--- config.mk ---
export PLATFORM = sky130hd
export DESIGN_NAME = alu_op_sequencer
export DESIGN_NICKNAME = d
export VERILOG_FILES = /design/src/rtl/alu_op_sequencer.sv
export SDC_FILE = /design/constraint.sdc
export NUM_CORES = 1
export LEC_CHECK = 0
export CAP_MARGIN = 20
export CORE_MARGIN = 2
export CORE_UTILIZATION = 37
export CTS_BUF_LIST = sky130_fd_sc_hd__clkbuf_16
export DETAILED_ROUTE_END_ITERATION = 7
export DONT_BUFFER_PORTS = 1
export PLACE_DENSITY = 0.52
export RECOVER_POWER = 25
export SLEW_MARGIN = 20
export SYNTH_ARGS = -nofsm -noshare
export SYNTH_HDL_FRONTEND = slang
export SYNTH_SLANG_ARGS = --single-unit
--- constraint.sdc ---
create_clock -name clk -period 1.9 [get_ports clk]
set_input_delay 0.38 -clock clk [delete_from_list [all_inputs] [get_ports clk]]
set_output_delay 0.38 -clock clk [all_outputs]
set_load 0.03 [all_outputs]
--- src/rtl/alu_op_sequencer.sv ---
// Operand capture and one-hot op sequencing for the 8-bit ALU.
// Steps through NUM_OPS ops on step button edges or on a dwell timer.
module alu_op_sequencer #(
  parameter int unsigned NUM_OPS      = 9,
  parameter int unsigned DWELL_CYCLES = 50_000_000,
  parameter int unsigned WRAP         = 1
) (
  input  logic        clk,
  input  logic        rst_n,
  input  logic [7:0]  sw_a,
  input  logic [7:0]  sw_b,
  input  logic        load,
  input  logic        step,
  input  logic        auto,
  output logic [7:0]  a,
  output logic [7:0]  b,
  output logic [15:0] op_code,
  output logic [3:0]  op_index,
  output logic        busy,
  output logic        result_valid,
  output logic        done
);

  localparam int unsigned CW = $clog2(DWELL_CYCLES);
  localparam logic [CW-1:0] DWELL_LAST = CW'(DWELL_CYCLES - 1);
  localparam logic [3:0]    LAST_IDX   = 4'(NUM_OPS - 1);

  typedef enum logic {S_IDLE, S_RUN} state_t;

  state_t        state_q, state_d;
  logic [CW-1:0] cnt_q, cnt_d;
  logic          load_q, step_q, auto_q;
  logic [7:0]    a_d, b_d;
  logic [15:0]   op_code_d;
  logic [3:0]    op_index_d;
  logic          busy_d, done_d, rv_d;
  logic          load_edge, step_edge, adv, upd;

  assign load_edge = load & ~load_q;
  assign step_edge = step & ~step_q;

  // State register
  always_ff @(posedge clk) begin
    if (!rst_n) state_q <= S_IDLE;
    else        state_q <= state_d;
  end

  // Next-state and output logic; upd marks any change of op_code/a/b
  always_comb begin
    state_d    = state_q;
    a_d        = a;
    b_d        = b;
    op_code_d  = op_code;
    op_index_d = op_index;
    busy_d     = busy;
    done_d     = 1'b0;
    cnt_d      = cnt_q;
    adv        = 1'b0;
    upd        = 1'b0;
    case (state_q)
      S_IDLE: begin
        op_code_d  = 16'h0000;
        op_index_d = 4'd0;
        busy_d     = 1'b0;
        cnt_d      = '0;
        if (load_edge) begin
          a_d        = sw_a;
          b_d        = sw_b;
          op_code_d  = 16'h0001;
          busy_d     = 1'b1;
          upd        = 1'b1;
          state_d    = S_RUN;
        end
      end
      S_RUN: begin
        adv = auto ? (cnt_q == DWELL_LAST) : step_edge;
        if (load_edge) begin
          a_d        = sw_a;
          b_d        = sw_b;
          op_index_d = 4'd0;
          op_code_d  = 16'h0001;
          cnt_d      = '0;
          upd        = 1'b1;
        end else if (adv) begin
          cnt_d = '0;
          upd   = 1'b1;
          if (op_index != LAST_IDX) begin
            op_index_d = op_index + 4'd1;
            op_code_d  = op_code << 1;
          end else begin
            done_d     = 1'b1;
            op_index_d = 4'd0;
            if (WRAP != 0) begin
              op_code_d = 16'h0001;
            end else begin
              op_code_d = 16'h0000;
              busy_d    = 1'b0;
              state_d   = S_IDLE;
            end
          end
        end else if (auto != auto_q) begin
          cnt_d = '0;
        end else if (auto) begin
          cnt_d = cnt_q + 1'b1;
        end else begin
          cnt_d = '0;
        end
      end
      default: state_d = S_IDLE;
    endcase
    // ALU samples during the cycle after an update; its outputs are good one cycle later
    rv_d = (state_d == S_RUN) && !upd;
  end

  // Output and datapath registers
  always_ff @(posedge clk) begin
    if (!rst_n) begin
      a            <= 8'h00;
      b            <= 8'h00;
      op_code      <= 16'h0000;
      op_index     <= 4'd0;
      busy         <= 1'b0;
      result_valid <= 1'b0;
      done         <= 1'b0;
      cnt_q        <= '0;
      load_q       <= 1'b1;
      step_q       <= 1'b1;
      auto_q       <= 1'b0;
    end else begin
      a            <= a_d;
      b            <= b_d;
      op_code      <= op_code_d;
      op_index     <= op_index_d;
      busy         <= busy_d;
      result_valid <= rv_d;
      done         <= done_d;
      cnt_q        <= cnt_d;
      load_q       <= load;
      step_q       <= step;
      auto_q       <= auto;
    end
  end

endmodule

## Word-level counts from Yosys, hierarchy flattened

Index checks and enable logic that the tools add are counted.

| storage, ports and cells | value |
|---|---|
| output and inout bits | 39 |
| logic and storage cells | 52 |
| flip-flop bits (word level) | 69 |
| bits of input ports | 21 |

| operators by class | value |
|---|---|
| eq/ne operators | 4 |
| reductions and logical operators | 3 |
| add/sub/neg operators | 2 |
| mux-type cells | 24 |
| bitwise gates (word level) | 7 |

Operators with widths:

| cell | count |
|---|---|
| 2-to-1 mux 26 bit | 4 |
| case mux 26 bit (2 select lines) | 1 |
| 2-to-1 mux 16 bit | 3 |
| case mux 16 bit (2 select lines) | 1 |
| adder 26 x 1 -> 26 bit (second input constant) | 1 |
| == test 26 bit (second input constant) | 1 |
| 2-to-1 mux 8 bit | 2 |
| 2-to-1 mux 4 bit | 3 |
| case mux 4 bit (2 select lines) | 1 |
| 2-to-1 mux 1 bit | 7 |
| inverter 1 bit | 5 |
| adder 4 x 1 -> 4 bit (second input constant) | 1 |
| inequality test 4 bit (second input constant) | 1 |
| case mux 1 bit (2 select lines) | 2 |
| OR reduction 4 bit | 1 |
| inequality test 3 x 1 -> 1 bit (second input constant) | 1 |
| bitwise AND 1 bit | 2 |
| logical AND 1 bit | 1 |
| zero test 1 bit | 1 |
| inequality test 1 bit | 1 |

## Longest topological paths before layout

| logic depth | value |
|---|---|
| word-level depth | 8 |
| gate-level depth with buffers | 7 |
| depth with buffers taken out | 6 |

## Worst setup path before layout

Ideal clock, no wire load.

| timing | value |
|---|---|
| path type | reg2reg |
| from | register op_index[0] |
| to | register op_index[2] |
| path slack | 32 ps |
| cell stages (with the launch flop) | 8 |
| required time | 1837 ps |
| period minus slack after synthesis | 1868 ps |
| arrival | 1806 ps |
| cell sequence | dfxtp_1 > inv_1 > ha_1 > and3b_1 > nor3_2 > clkbuf_8 > nand4_1 > nand3_1 |

| on the way | value |
|---|---|
| longest elaborated chain between the ends | 5 |
| elaborated cells on any way between the ends | 6 |

RTL lines:

| item | RTL line | text |
|---|---|---|
| start, declared | 18 | `output logic [3:0] op_index,` |
| start signal, assigned | 133 | `op_index <= op_index_d;` |
| adder 4 x 1 -> 4 bit or inequality test 4 bit (tied branches) | 88, 87 |  |
| 2-to-1 mux 4 bit * | 87 | `if (op_index != LAST_IDX) begin` |
| 2-to-1 mux 4 bit * | 84 | `end else if (adv) begin` |
| 2-to-1 mux 4 bit * | 77 | `if (load_edge) begin` |
| case mux 4 bit (2 select lines) * | 60 | `case (state_q)` |

Every way passes the cells marked *; elsewhere a longest branch is shown, timed or not. The select of a mux whose other input is x is not followed.
A chain may end at the register's enable or synchronous reset.

## Final worst setup path

| timing | value |
|---|---|
| from | register cnt_q[1] |
| to | register op_code[8] |

| on the way | value |
|---|---|
| longest elaborated chain between the ends | 3 |

RTL lines:

| item | RTL line | text |
|---|---|---|
| start, declared | 31 | `logic [CW-1:0] cnt_q, cnt_d;` |
| start signal, assigned | 137 | `cnt_q <= cnt_d;` |
| == test 26 bit | 76 | `adv = auto ? (cnt_q == DWELL_LAST) : step_edge;` |
| 2-to-1 mux 1 bit | 76 |  |
| inequality test 3 x 1 -> 1 bit (no source line) | -- |  |
| end signal, assigned | 132 | `op_code <= op_code_d;` |
| end, declared | 17 | `output logic [15:0] op_code,` |

Every way passes these cells.

==> metrics.md <==
| Metric | Value |
|---|---|
| Outcome | `complete, no violations` |
| Leakage power | `about 1.2 nW` |
| Proportion of netlist area held by the largest area contributor | `0.4606` |
| Setup CP Type | `reg -> reg` |
| Finished Layout Cells | `466` |
| CTS Buf Count | `9` |
| Sequential share of the synthesized area | `0.4606` |
| Vias in the first global route | `roughly 2200` |
| DP HPWL | `around 4400 µm` |
| Placed cell count | `between 400 and 500` |
| Chip height | `94.03 µm` |
| PwrDens | `900.0 nW/µm²` |
| CTS tree | `yes` |
| Routed WL per cell | `14.11 µm` |
| Final setup viols | `0` |
| Input/output buffers | `0` |
| Global route hottest layer | `met2` |
| Max_cap viols | `0` |
| Unique masters post-synth | `44` |
| Area leader, netlist | `dfxtp_1` |
| Nets@finish | `383` |
| M2 GR Usage | `0.2244` |
| Post-layout util | `0.4614` |
| Setup TNS | `0 ns` |
| Clock Root Buffer | `clkbuf_16` |
| H-tree lvl count | `3` |
| First-iteration detailed-routing DRC count | `roughly 80` |
| Layout cells sized above 1 | `0.1538` |
| Yosys reg bits | `69` |
| First-pass GRT wire length | `slightly above 10000 µm` |
| Drt via density | `about 5.2` |
| Crit path arrival time | `2.12 ns` |
| Final Critical Period | `approximately 1.9 ns` |
| Crit start category | `flop` |
| Starting Density | `0.3841` |
| Routed vias | `about 2400` |
| Number of fill cells | `768` |
| Final hold slack | `roughly 0.12 ns` |
| Core area | `roughly 8000 µm²` |
| Fin. Hold Viols | `0` |
| Gpl congestion | `around 0.76` |
| Tcrit/Tclk final | `0.9807` |
| CTS clk-pin slew, worst paths | `about 0.06 ns` |
| Crit. End Element | `flop` |
| Synthesized Nets | `around 360` |
| EDFF count, synth | `0` |
| Die X-Extent | `roughly 94 µm` |
| Clock network latency to the later pin of the worst-skew pair | `~0.33 ns` |
| Syn. warnings | `0` |
| CP max FO | `9` |
| Mapped Area | `~3000 µm²` |
| Max-slew headroom | `0.6088` |
| Die Area | `about 8800 µm²` |
| Final setup margin | `roughly 0.037 ns` |
| Routed WL | `6576 µm` |
| IO Pins | `60` |
| Clk_skew | `0.008197 ns` |
| Initial antenna violation count | `0` |
| Top_reg_cell synth | `dfxtp_1` |
| Achievable Freq | `0.5367 GHz` |
| Deepest clock path buffer count | `2` |
| Largest net degree at the start of global routing | `27` |
| Crit. Startpoint | `cnt_q[1]$_SDFF_PP0_` |
| All-Layer GR Usage | `0.1492` |
| Synth-to-layout area growth | `20.11%` |
| Congestion Overflow GR | `0` |
| Worst-Margin Slew | `between 0.5 and 0.6 ns` |
| Most instantiated cells after synthesis | `77 x nand2_1, 69 x dfxtp_1, 20 x nor2_1` |
| Synthesized area per cell | `approximately 8.8 µm²` |
| DRC viols | `0` |
| GRT met1 Usage | `0.1911` |
| RR Startpoint | `cnt_q[1]$_SDFF_PP0_` |
| Most frequent cell after synthesis | `nand2_1` |
| Hold Crit Start | `rst_n` |
| Dpl ws | `about 0.03 ns` |
| GR Layer Usage met3 | `0.04254` |
| Final slew viol count | `0` |
| RSZ-0062 raised after global routing | `true` |
| Class of the worst hold path | `in -> reg` |
| DRT Pass-1 Iters | `4` |
| Antenna-violating nets left | `0` |
| Mapped Cells | `around 340` |
| Num rows | `32` |
| Hold Buf Count CTS | `0` |
| Top post-synthesis cells by area | `dfxtp_1 46%, nand2_1 9.6%, mux2i_1 6.0%, a21boi_0 4.3%, xor2_1 2.6%` |
| WP data required | `2.16 ns` |
| FFs w/ async S/R, synth | `0` |
| Clock Sinks | `about 70` |
| ANT cells | `0` |
| Max IR drop VDD | `between 0.4 and 0.5 mV` |
==> power by group <==
group / leakage (nW) / switching, mW / internal (mW)
logic: 0.484 / 0.0368 / 0.0330
registers: 0.560 / 0.0387 / 1.47
clock network: 0.144 / 0.648 / 1.02
==> per-layer routing <==
metal,wire [µm],vias up,part of all wire
li1,-,1228,-
met1,3070,1120,0.47
met2,2956,62,0.45
met3,372,19,0.057
met4,177,0,0.027
met5,0,-,0
==> sequential cells by signal (all words and copies together) (netlist names), 4 cells and up <==
name and count:
a 8, op_code 16, cnt_q 26, op_index 4, b 8
==> cells by family after synthesis <==
logic type | Yosys count | synth area share
AOI/OAI and AO/OA | 49 | 0.1131
xor gates and xnor gates | 13 | 0.03796
adders and majority gates | 3 | 0.01252
buffers and inverters | 22 | 0.04255
DFF | 69 | 0.4606
muxes | 18 | 0.06007
and+or+nand+nor | 165 | 0.2733
==> layout by cell type, fill, tap and decap left out, types with 5 or more instances in the layout <==
cell type	instances
nor2_1	20
buf_4	20
nand2_1	76
or4_1	8
nand3_1	14
o31ai_1	8
dfxtp_1	65
mux2i_1	18
a21oi_1	12
clkbuf_16	11
nand4_1	10
xor2_1	9
inv_1	5
a21boi_0	17
==> timing repair <==
item | in CTS | in global routing
setup buffers | 0 | 1
resized for setup | 0 | 10
setup endpoints to repair | 0 | 43
==> metrics by stage <==
stage | cell area, µm² | power, mW
2_1_floorplan | 2999 | 1.590
3_3_place_gp | 3216 | 1.600
3_5_place_dp | 3216 | 1.601
4_1_cts | 3513 | 3.282
5_1_grt | 3602 | 3.357
6_report | 3602 | 3.242
==> worst max-delay path, stage by stage (launching register included) <==
cell,delay (ns)
dfxtp_2,0.35
ha_4,0.15
nand3_2,0.06
or4_4,0.56
o21ai_4,0.26
clkbuf_16,0.23
mux2i_1,0.17
==> worst paths after layout <==
path                            cells after the start                 endpoint  slack, ns
worst min-delay path                                1        load_q$_SDFF_PN1_       0.12
worst min register to register                      2     cnt_q[25]$_SDFF_PP0_       0.50
worst max register to register                      6  op_code[8]$_SDFFE_PN0P_       0.04
worst max-delay path                                6  op_code[8]$_SDFFE_PN0P_       0.04
==> layout make-up <==
class,count,area [µm²],share of cell area
Multi-Input combinational cell,248,1524,0.4231
Sequential cell,69,1386,0.3849
Timing Repair Buffer,26,247.7,0.06877
Clock buffer,9,225.2,0.06252
Tap cell,102,127.6,0.03543
Clock inverter,7,72.57,0.02015
Inverter,5,18.77,0.005210
No activity file was read; power rests on OpenSTA's default activity.
